## src/rtl/cpu_mem_pkg.sv

```systemverilog
`default_nettype none
// ---------------------------------------------------------------------------
// cpu_mem_pkg: shared types and widths for the unified memory port arbiter.
// Rev 1.0 - initial release
// ---------------------------------------------------------------------------
package cpu_mem_pkg;

    localparam int DEF_AW = 32;
    localparam int DEF_DW = 32;
    localparam int CNT_W  = 4;

    typedef enum logic [1:0] {
        IDLE = 2'd0,
        BUSY = 2'd1,
        RESP = 2'd2
    } arb_state_t;

    localparam logic OWNER_IF = 1'b0;
    localparam logic OWNER_D  = 1'b1;

endpackage
`default_nettype wire

```

## src/rtl/mem_port_arbiter_if.sv

```systemverilog
`default_nettype none
// ---------------------------------------------------------------------------
// mem_port_arbiter_if: fetch/data requester handshakes plus the memory port.
// Rev 1.0 - initial release
// ---------------------------------------------------------------------------
interface mem_port_arbiter_if
    import cpu_mem_pkg::*;
#(
    parameter int AW = DEF_AW,
    parameter int DW = DEF_DW
) ();

    logic          if_req;
    logic [AW-1:0] if_addr;
    logic          if_ack;
    logic [DW-1:0] if_rdata;

    logic          d_req;
    logic          d_we;
    logic [AW-1:0] d_addr;
    logic [DW-1:0] d_wdata;
    logic          d_ack;
    logic [DW-1:0] d_rdata;

    logic          mem_en;
    logic          mem_we;
    logic [AW-1:0] mem_addr;
    logic [DW-1:0] mem_wdata;
    logic [DW-1:0] mem_rdata;

    logic          busy;

    // Arbiter side
    modport slave (
        input  if_req, if_addr, d_req, d_we, d_addr, d_wdata, mem_rdata,
        output if_ack, if_rdata, d_ack, d_rdata,
        output mem_en, mem_we, mem_addr, mem_wdata, busy
    );

    // Requesters and memory macro side
    modport master (
        output if_req, if_addr, d_req, d_we, d_addr, d_wdata, mem_rdata,
        input  if_ack, if_rdata, d_ack, d_rdata,
        input  mem_en, mem_we, mem_addr, mem_wdata, busy
    );

endinterface
`default_nettype wire

```

## src/rtl/mem_wait_counter.sv

```systemverilog
`default_nettype none
// ---------------------------------------------------------------------------
// mem_wait_counter: loadable down-counter with a zero flag, stops at zero.
// Rev 1.0 - initial release
// ---------------------------------------------------------------------------
module mem_wait_counter
    import cpu_mem_pkg::*;
(
    input  logic             clk,
    input  logic             rst,
    input  logic             load,
    input  logic [CNT_W-1:0] load_val,
    input  logic             dec,
    output logic             zero
);

    logic [CNT_W-1:0] cnt_q;
    logic [CNT_W-1:0] cnt_d;

    always_comb begin
        cnt_d = cnt_q;
        if (load) begin
            cnt_d = load_val;
        end else if (dec && (cnt_q != '0)) begin
            cnt_d = cnt_q - CNT_W'(1);
        end
    end

    always_ff @(posedge clk or posedge rst) begin
        if (rst) begin
            cnt_q <= '0;
        end else begin
            cnt_q <= cnt_d;
        end
    end

    assign zero = (cnt_q == '0);

endmodule
`default_nettype wire

```

## src/rtl/mem_port_arbiter.sv

```systemverilog
`default_nettype none
// ---------------------------------------------------------------------------
// mem_port_arbiter: shares one fixed-latency memory port between fetch and MEM.
// Rev 1.0 - optional MEM_ARB_RR_EN selects round-robin on contested requests.
// ---------------------------------------------------------------------------
module mem_port_arbiter
    import cpu_mem_pkg::*;
#(
    parameter int AW      = DEF_AW,
    parameter int DW      = DEF_DW,
    parameter int MEM_LAT = 2
) (
    input  logic              clk,
    input  logic              rst,
    mem_port_arbiter_if.slave bus
);

    localparam logic [CNT_W-1:0] LAT_M1 = CNT_W'(MEM_LAT - 1);

    arb_state_t    state_q, state_d;
    logic          owner_q, owner_d;
    logic          we_q, we_d;
    logic [AW-1:0] addr_q, addr_d;
    logic [DW-1:0] wdata_q, wdata_d;
    logic [DW-1:0] if_rdata_q, if_rdata_d;
    logic [DW-1:0] d_rdata_q, d_rdata_d;

    logic w_any_req;
    logic w_grant_d;
    logic w_cnt_load;
    logic w_cnt_dec;
    logic w_cnt_zero;

    assign w_any_req = bus.if_req || bus.d_req;

`ifdef MEM_ARB_RR_EN
    logic last_q, last_d;

    // On a contest the requester that did not win the previous grant goes first.
    assign w_grant_d = bus.d_req && (!bus.if_req || (last_q == OWNER_IF));

    always_comb begin
        last_d = last_q;
        if ((state_q == IDLE) && w_any_req) begin
            last_d = w_grant_d ? OWNER_D : OWNER_IF;
        end
    end

    always_ff @(posedge clk or posedge rst) begin
        if (rst) begin
            last_q <= OWNER_IF;
        end else begin
            last_q <= last_d;
        end
    end
`else
    // The pipeline is stalled in MEM, so data always beats fetch.
    assign w_grant_d = bus.d_req;
`endif

    assign w_cnt_load = (state_q == IDLE) && w_any_req;
    assign w_cnt_dec  = (state_q == BUSY) && !w_cnt_zero;

    mem_wait_counter u_wait_counter (
        .clk      (clk),
        .rst      (rst),
        .load     (w_cnt_load),
        .load_val (LAT_M1),
        .dec      (w_cnt_dec),
        .zero     (w_cnt_zero)
    );

    always_ff @(posedge clk or posedge rst) begin
        if (rst) begin
            state_q <= IDLE;
        end else begin
            state_q <= state_d;
        end
    end

    always_comb begin
        state_d = state_q;
        unique case (state_q)
            IDLE:    if (w_any_req)  state_d = BUSY;
            BUSY:    if (w_cnt_zero) state_d = RESP;
            RESP:    state_d = IDLE;
            default: state_d = IDLE;
        endcase
    end

    always_comb begin
        owner_d    = owner_q;
        we_d       = we_q;
        addr_d     = addr_q;
        wdata_d    = wdata_q;
        if_rdata_d = if_rdata_q;
        d_rdata_d  = d_rdata_q;
        if ((state_q == IDLE) && w_any_req) begin
            owner_d = w_grant_d ? OWNER_D : OWNER_IF;
            we_d    = w_grant_d && bus.d_we;
            addr_d  = w_grant_d ? bus.d_addr : bus.if_addr;
            wdata_d = w_grant_d ? bus.d_wdata : '0;
        end
        // Stores leave both read-data registers untouched.
        if ((state_q == BUSY) && w_cnt_zero && !we_q) begin
            if (owner_q == OWNER_D) begin
                d_rdata_d = bus.mem_rdata;
            end else begin
                if_rdata_d = bus.mem_rdata;
            end
        end
    end

    always_ff @(posedge clk or posedge rst) begin
        if (rst) begin
            owner_q    <= OWNER_IF;
            we_q       <= 1'b0;
            addr_q     <= '0;
            wdata_q    <= '0;
            if_rdata_q <= '0;
            d_rdata_q  <= '0;
        end else begin
            owner_q    <= owner_d;
            we_q       <= we_d;
            addr_q     <= addr_d;
            wdata_q    <= wdata_d;
            if_rdata_q <= if_rdata_d;
            d_rdata_q  <= d_rdata_d;
        end
    end

    always_comb begin
        bus.mem_en    = 1'b0;
        bus.mem_we    = 1'b0;
        bus.mem_addr  = '0;
        bus.mem_wdata = '0;
        bus.if_ack    = 1'b0;
        bus.d_ack     = 1'b0;
        bus.busy      = (state_q != IDLE);
        unique case (state_q)
            BUSY: begin
                bus.mem_en    = 1'b1;
                bus.mem_we    = we_q;
                bus.mem_addr  = addr_q;
                bus.mem_wdata = wdata_q;
            end
            RESP: begin
                bus.if_ack = (owner_q == OWNER_IF);
                bus.d_ack  = (owner_q == OWNER_D);
            end
            default: ;
        endcase
    end

    assign bus.if_rdata = if_rdata_q;
    assign bus.d_rdata  = d_rdata_q;

endmodule
`default_nettype wire

```

## src/flat_wrapper.sv

```systemverilog
// flat-port wrapper written by rule: the top's interface ports become plain ports
module mem_port_arbiter_flat import cpu_mem_pkg::*;
#(
    parameter int AW      = DEF_AW,
    parameter int DW      = DEF_DW,
    parameter int MEM_LAT = 2
)
  (clk, rst, bus_if_req, bus_if_addr, bus_d_req, bus_d_we, bus_d_addr, bus_d_wdata, bus_mem_rdata, bus_if_ack, bus_if_rdata, bus_d_ack, bus_d_rdata, bus_mem_en, bus_mem_we, bus_mem_addr, bus_mem_wdata, bus_busy);
  mem_port_arbiter_if #(.AW(AW), .DW(DW)) bus_i ();
  input  logic clk;
  input  logic rst;
  input wire logic [$bits(bus_i.if_req)-1:0] bus_if_req;
  input wire logic [$bits(bus_i.if_addr)-1:0] bus_if_addr;
  input wire logic [$bits(bus_i.d_req)-1:0] bus_d_req;
  input wire logic [$bits(bus_i.d_we)-1:0] bus_d_we;
  input wire logic [$bits(bus_i.d_addr)-1:0] bus_d_addr;
  input wire logic [$bits(bus_i.d_wdata)-1:0] bus_d_wdata;
  input wire logic [$bits(bus_i.mem_rdata)-1:0] bus_mem_rdata;
  output wire logic [$bits(bus_i.if_ack)-1:0] bus_if_ack;
  output wire logic [$bits(bus_i.if_rdata)-1:0] bus_if_rdata;
  output wire logic [$bits(bus_i.d_ack)-1:0] bus_d_ack;
  output wire logic [$bits(bus_i.d_rdata)-1:0] bus_d_rdata;
  output wire logic [$bits(bus_i.mem_en)-1:0] bus_mem_en;
  output wire logic [$bits(bus_i.mem_we)-1:0] bus_mem_we;
  output wire logic [$bits(bus_i.mem_addr)-1:0] bus_mem_addr;
  output wire logic [$bits(bus_i.mem_wdata)-1:0] bus_mem_wdata;
  output wire logic [$bits(bus_i.busy)-1:0] bus_busy;
  assign bus_i.if_req = bus_if_req;
  assign bus_i.if_addr = bus_if_addr;
  assign bus_i.d_req = bus_d_req;
  assign bus_i.d_we = bus_d_we;
  assign bus_i.d_addr = bus_d_addr;
  assign bus_i.d_wdata = bus_d_wdata;
  assign bus_i.mem_rdata = bus_mem_rdata;
  assign bus_if_ack = bus_i.if_ack;
  assign bus_if_rdata = bus_i.if_rdata;
  assign bus_d_ack = bus_i.d_ack;
  assign bus_d_rdata = bus_i.d_rdata;
  assign bus_mem_en = bus_i.mem_en;
  assign bus_mem_we = bus_i.mem_we;
  assign bus_mem_addr = bus_i.mem_addr;
  assign bus_mem_wdata = bus_i.mem_wdata;
  assign bus_busy = bus_i.busy;
  mem_port_arbiter #(.AW(AW), .DW(DW), .MEM_LAT(MEM_LAT)) u_core (.clk(clk), .rst(rst), .bus(bus_i));
endmodule
```

## config.mk

```make
export PLATFORM = sky130hd
export DESIGN_NAME = mem_port_arbiter_flat
export DESIGN_NICKNAME = d
export VERILOG_FILES = /design/src/rtl/cpu_mem_pkg.sv /design/src/rtl/mem_port_arbiter_if.sv /design/src/rtl/mem_wait_counter.sv /design/src/rtl/mem_port_arbiter.sv /design/src/flat_wrapper.sv
export SDC_FILE = /design/constraint.sdc
export NUM_CORES = 1
export LEC_CHECK = 0
export CAP_MARGIN = 20
export CORE_MARGIN = 2
export CORE_UTILIZATION = 62
export CTS_BUF_LIST = sky130_fd_sc_hd__clkbuf_2
export CTS_CLUSTER_SIZE = 8
export DETAILED_ROUTE_END_ITERATION = 6
export DONT_BUFFER_PORTS = 1
export HOLD_SLACK_MARGIN = 0.08
export PLACE_DENSITY = 0.78
export SYNTH_ARGS = -nofsm -noshare
export SYNTH_HDL_FRONTEND = slang
export SYNTH_SLANG_ARGS = --single-unit
```

## constraint.sdc

```tcl
create_clock -name clk -period 5.3 [get_ports clk]
set_input_delay 1.325 -clock clk [delete_from_list [all_inputs] [get_ports clk]]
set_output_delay 1.325 -clock clk [all_outputs]
set_load 0.02 [all_outputs]
```

==> results of run 1 <==
[where the power goes]
part | total [W] | internal, W | switching, W
clock network | 0.000576 | 0.000208 | 0.000368
registers | 0.00219 | 0.00153 | 0.000652
logic | 0.00180 | 0.000765 | 0.00104
total | 0.00456 | 0.00251 | 0.00206
[cell usage in the layout (no fill, tap or decap), types with 2 or more instances in the layout]
cell and instances:
a21oi_1 67, a22o_1 33, and2_1 67, buf_16 2
buf_4 7, bufinv_16 2, clkbuf_2 17, clkinv_1 2
clkinv_2 3, clkinvlp_4 3, dfrtp_1 136, ha_1 2
inv_1 5, inv_6 2, mux2_2 34, mux2_4 30
mux2i_1 33, nand2_1 5, o21ai_0 2
[sequential cells by signal, indices dropped and copies added (netlist names)]
signal and count:
u_core.u_wait_counter.cnt_q 4, u_core.bus.if_rdata 32, u_core.we_q 1, u_core.bus.d_rdata 32, u_core.owner_q 1, u_core.addr_q 32
u_core.wdata_q 32, u_core.state_q 2
[cells in the mapped netlist, types with 2 or more instances]
cell	n	area, um2
o21ai_0	2	10.0
buf_1	4	15.0
nor2_1	2	7.51
mux2i_1	33	330
ha_1	2	25.0
dfrtp_1	136	3400
mux2_2	34	383
clkbuf_1	24	90.1
buf_2	5	25.0
mux2_4	30	450
a21oi_1	67	335
buf_12	3	60.1
and2_1	67	419
inv_1	6	22.5
a22o_1	33	289
nand2_1	5	18.8
[path summary, 6_finish.rpt]
check,depth (start not counted),to,start
max in group asynchronous,2,u_core.u_wait_counter.cnt_q[1],rst
worst max-delay path,4,bus_mem_addr[9],u_core.state_q[1]
min in group asynchronous,1,u_core.bus.d_rdata[12],rst
worst max register to register,6,u_core.bus.if_rdata[26],u_core.u_wait_counter.cnt_q[0]
worst min-delay path,1,u_core.wdata_q[21],u_core.wdata_q[21]
worst min register to register,1,u_core.wdata_q[21],u_core.wdata_q[21]
[cells by family (layout without fill, tap and decap cells)]
logic type	count (synthesis)	count (layout)
compound gates	105	105
fa+ha+maj	2	2
buf+inv	43	46
flops	136	136
mux	97	97
simple gates	86	86
[cell type report]
type | instances | area [um2] | share of cell area [%]
Clock buffer | 17 | 85.1 | 1.34
Clock inverter | 13 | 131 | 2.07
Inverter | 6 | 25.0 | 0.395
Multi-Input combinational cell | 290 | 2400 | 37.8
Sequential cell | 136 | 3400 | 53.7
Tap cell | 129 | 161 | 2.55
Timing Repair Buffer | 10 | 133 | 2.09
[worst reg2reg max path, stage by stage, from the launching register on]
cell      delay, ns
dfrtp_1        0.46
inv_1          0.11
ha_1           0.22
nand2b_1       0.11
or4b_2         0.64
buf_4          0.33
mux2_4         0.38
[metal layers]
layer | routed length, um | track usage, % | vias up | share of wire (%)
li1 | - | - | 1628 | -
met1 | 4870 | 30.0 | 1811 | 38
met2 | 6530 | 39.8 | 206 | 51
met3 | 1170 | 7.12 | 28 | 9.1
met4 | 298 | 9.95 | 0 | 2.3
met5 | 0 | 0 | - | 0
[per-stage QoR]
step	hold WS [ns]	setup slack [ns]	power, W	instances	instance area, um2
detailed placement	0.482	1.92	0.00397	569	6070
global placement	0.481	2.00	0.00387	568	6040
floorplan	0.464	0.336	0.00364	469	6020
finish	0.524	1.21	0.00456	601	6330
CTS	0.489	1.14	0.00455	599	6280
global route	0.488	0.973	0.00483	601	6330
==> run metrics, run 1 <==
Detailed Route Iter0 Violations=approximately 170; Final ANT Viol Nets=0; fraction of layout cells with a size suffix above 1=a little under a quarter; number of standard-cell rows in the floorplan=35; share of synthesized cell area in full adder, half adder and majority cells=less than 1%; number of hold violations in the final report=0; share of the synthesized area in compound gates (AO/OA/AOI/OAI)=between 10% and 20%; post-route core utilization=between 60% and 70%; dominant combinational cell family by area after synthesis=multiplexers; R2R setup slack=around 3.0 ns; Post-Syn Area per Cell=12.8 um2; CP max-delay cell=inv_1; CTS clk-pin slew, worst paths=0.19 ns; startpoint kind of the worst setup timing path=register; pin count of the biggest net entering global routing=58; Final Max Slew Viols=0; Die Y=103 um; Detailed Route WL=12.9 mm; maximum net fanout on the critical path=39; endpoint arrival time on the critical path=between 2 and 3 ns; RSZ-0062 raised after global routing=no; class of the most critical hold timing path=reg2reg; power per unit of standard cell area=720 nW/um2; worst voltage drop across the vdd grid=around 330 uV; clock latency on the worst-skew pair=roughly 0.65 ns; fraction of synthesized area in multiplexers=between 10% and 20%; synthesized-area fraction occupied by xor and xnor cells=0%; Setup-failing EPs final=0; buffers and inverters on the worst path=2; overall global routing resource usage=between 20% and 30%; post-CTS setup-driven buffer insertion count=0; vias in the first global route=3,721; fin crit share=77.1%; count of antenna diodes in the layout=0; global placer's final weighted congestion=roughly 0.79; EDFF count, synth=0; fraction of the mapped netlist area in simple logic gates=a little under a tenth; number of ports placed on the die boundary=about 270; total of max-cap violations=0; Filler cells=676; Routed wire per std cell=21.4 um; endpoint required time on the critical path=3.97 ns; maximum single-stage delay on the critical path=a little under 0.7 ns; kind of capture point of the worst setup path=primary output; Layout Skew=between 0.02 and 0.025 ns; count of clock tree sinks=about 140; fraction of synthesis flops using an asynchronous set or reset pin=100%; Tmin final=4.09 ns; Largest delay share family, worst path=buffers and inverters; nets=596; number of cells produced by synthesis=469; status=finished, final reports clean; WS Path Type=reg2out; Num CTS Buffers=17; estimated wirelength of the detail-placed design=8.99 mm; initial antenna violation count=0; drt via density=6.11; CTS H-tree depth=4; TritonCTS clock tree=built; count of state elements after synthesis=136; cell area after synthesis=6020 um2; Cell variety after synth=32; clk root buf=clkbuf_2; Seq/Total Area, Yosys=56.5%; total nets after synthesis=604; effective utilization at floorplan=approximately 65%; maximum clock frequency=0.245 GHz; most instantiated flip-flop cell in the synthesis netlist=dfrtp_1; PostCTS Resize Cnt=0; placeable core area=about 9300 um2; CP Cell Sequence=or2b_1 -> inv_1 -> buf_4 -> and2_1; Rel. slew slack=just under 40%; first-pass GRT wire length=19.3 mm; standby leakage power=2.94 nW; maximum root-to-sink buffer count=2; DIE WIDTH=approximately 100 um; number of vias after detailed routing=roughly 3,700; slew of the pin with the lowest slew margin=0.906 ns; final routed DRC violation total=0; growth of design area from synthesis to finish=5.22%; Total Die Area=10,500 um2; count of yosys warnings during synthesis=0; port buffer count=0; number of hold-repair buffers added at the cts stage=0; Post-Route Setup TNS=0 ns; grt ovf=0; number of detailed-route iterations in the first pass=4
Power figures use the tool's default switching activity.
==> run 2: changes to the inputs <==
- CORE_UTILIZATION: 62 -> 59
- clock period: 5.3 -> 3.4 ns (I/O delays scaled with it)
==> run metrics, run 2 (synthesized netlist as in run 1, its figures left out) <==
standby leakage power=2.94 nW (+0.18%); grt ovf=0 (unchanged); Layout Skew=0.0207 ns (-0.00371 ns); internal power summed over all cells=0.00386 W (+54%); final routed DRC violation total=0 (unchanged); most common cell after layout, fill and taps aside=dfrtp_1; number of vias after detailed routing=3,628 (-1.2%); Post-Route Setup TNS=0 ns (unchanged); number of detailed-route iterations in the first pass=4 (unchanged); endpoint required time on the critical path=2.55 ns (-1.42 ns); total of max-cap violations=0 (unchanged); placeable core area=9820 um2 (+5.3%); Tmin final=a little over 3 ns; Reg power frac=48.7% (+0.8 points); port buffer count=0 (unchanged); nets=596 (unchanged); worst voltage drop across the vdd grid=415 uV (+26%); Rel. slew slack=42.8% (+3.3 points); kind of capture point of the worst setup path=primary output; WS Path Type=reg2out; startpoint kind of the worst setup timing path=register; fraction of power spent switching nets=45.0% (-0.074 points); fraction of layout cells with a size suffix above 1=23.5% (+0.37 points); Sw Pwr=0.00315 W (+53%); overall global routing resource usage=23.8% (-0.31 points); Routed wire per std cell=21.2 um (-0.93%); class of the most critical hold timing path=in2async; maximum net fanout on the critical path=69 (+77%); proportion of power drawn by the clock network=12.4% (-0.2 points); TritonCTS clock tree=built; power per unit of standard cell area=1110 nW/um2 (+54%); Final ANT Viol Nets=0 (unchanged); global placer's final weighted congestion=0.762 (-3.0%); clk root buf=clkbuf_2; depth of the most critical reg-to-reg path=6 (unchanged); number of standard-cell rows in the floorplan=36 (+2.9%); Num CTS Buffers=17 (unchanged); count of clock tree sinks=136 (unchanged); number of hold-repair buffers added at the cts stage=0 (unchanged); fin crit share=91.5%; first-pass GRT wire length=20.2 mm (+4.9%); maximum clock frequency=0.322 GHz; pin count of the biggest net entering global routing=70 (+21%); count of antenna diodes in the layout=0 (unchanged); endpoint arrival time on the critical path=2.26 ns (-0.50 ns); status=finished, final reports clean; initial antenna violation count=0 (unchanged); Final Max Slew Viols=0 (unchanged); maximum root-to-sink buffer count=2 (unchanged); number of ports placed on the die boundary=266 (unchanged); RSZ-0062 raised after global routing=no; Filler cells=765 (+13%); clock latency on the worst-skew pair=0.64 ns (about the same); DIE WIDTH=105 um (+2.4%); Total Die Area=11,000 um2 (+4.9%); effective utilization at floorplan=61.3% (-3.2 points); Detailed Route Iter0 Violations=209 (+24%); number of hold violations in the final report=0 (unchanged); PostCTS Resize Cnt=0 (unchanged); top library cells by usage in the layout, fill and taps aside=dfrtp_1 (136), and2_1 (67), a21oi_1 (67), mux2_2 (34); estimated wirelength of the detail-placed design=8.97 mm (-0.26%); CTS H-tree depth=4 (unchanged); slew of the pin with the lowest slew margin=0.856 ns (-0.0501 ns); post-CTS setup-driven buffer insertion count=0 (unchanged); combinational power share=38.9% (-0.6 points); CTS clk-pin slew, worst paths=0.18 ns (about the same); Setup-failing EPs final=0 (unchanged); Die Y=105 um (+2.4%); drt via density=5.99 (-2.0%); Detailed Route WL=12.8 mm (-0.11%); vias in the first global route=3,787 (+1.8%); overall power of the completed layout=0.00701 W (+54%); growth of design area from synthesis to finish=4.76%
==> run 2: cell count changes in the layout (fill, tap and decap cells not counted), sizes merged <==
| cell | delta |
|---|---|
| clkinv | +3 |
| inv | -3 |
| clkbuf | +2 |
| clkinvlp | -2 |
| buf | +1 |
==> run 2: power groups by stage <==
stage                     Combinational, W  Sequential [W]  Clock (W)
after floorplan                    0.00242         0.00325          0
after global placement             0.00265         0.00340          0
after detailed placement           0.00275         0.00344          0
after CTS                          0.00275         0.00341   0.000902
after global routing               0.00297         0.00350   0.000984
final                              0.00273         0.00341   0.000870
==> run 2: per-stage QoR <==
step	area [um2]	utilization, %	hold slack, ns	setup slack (ns)	std cells
2_1_floorplan	6020	-	0.464	0.857	469
3_3_place_gp	6070	61.8	0.481	0.919	574
3_5_place_dp	6070	61.8	0.483	0.799	574
4_1_cts	6280	64.0	0.178	0.195	605
5_1_grt	6310	64.2	0.167	0.0220	606
6_report	6310	64.2	0.203	0.290	606
==> run 2: per-layer routing <==
layer,GRT usage (%),wire length [um],up-vias
met5,0,0,-
met4,9.43,236,0
met3,8.80,1120,21
met2,38.8,6510,184
met1,28.8,4970,1791
li1,-,-,1632
==> run 2: layout make-up <==
| cell class | count | area [um2] | share of cell area (%) |
|---|---|---|---|
| clock buffer | 20 | 100 | 1.59 |
| clock inverter | 11 | 108 | 1.71 |
| inverter | 6 | 26.3 | 0.417 |
| multi-input combinational | 290 | 2400 | 38.0 |
| sequential | 136 | 3400 | 54.0 |
| tap | 133 | 166 | 2.64 |
| timing repair buffer | 10 | 108 | 1.71 |
==> run 2: critical path: stages, from the launching register on <==
cell and delay (ns):
dfrtp_1 0.46, or2b_1 0.29, inv_1 0.06, buf_4 0.46
and2_1 0.35
==> run 2: worst paths after layout <==
path	startpoint	endpoint	slack [ns]
min in group clk	bus_d_wdata[28]	u_core.wdata_q[28]	0.32
hold / removal	rst	u_core.bus.if_rdata[25]	0.20
hold reg to reg	u_core.wdata_q[5]	u_core.wdata_q[5]	0.52
max in group asynchronous	rst	u_core.bus.d_rdata[5]	2.35
setup / recovery	u_core.state_q[1]	bus_mem_wdata[21]	0.29
setup reg to reg	u_core.u_wait_counter.cnt_q[0]	u_core.bus.if_rdata[14]	0.85
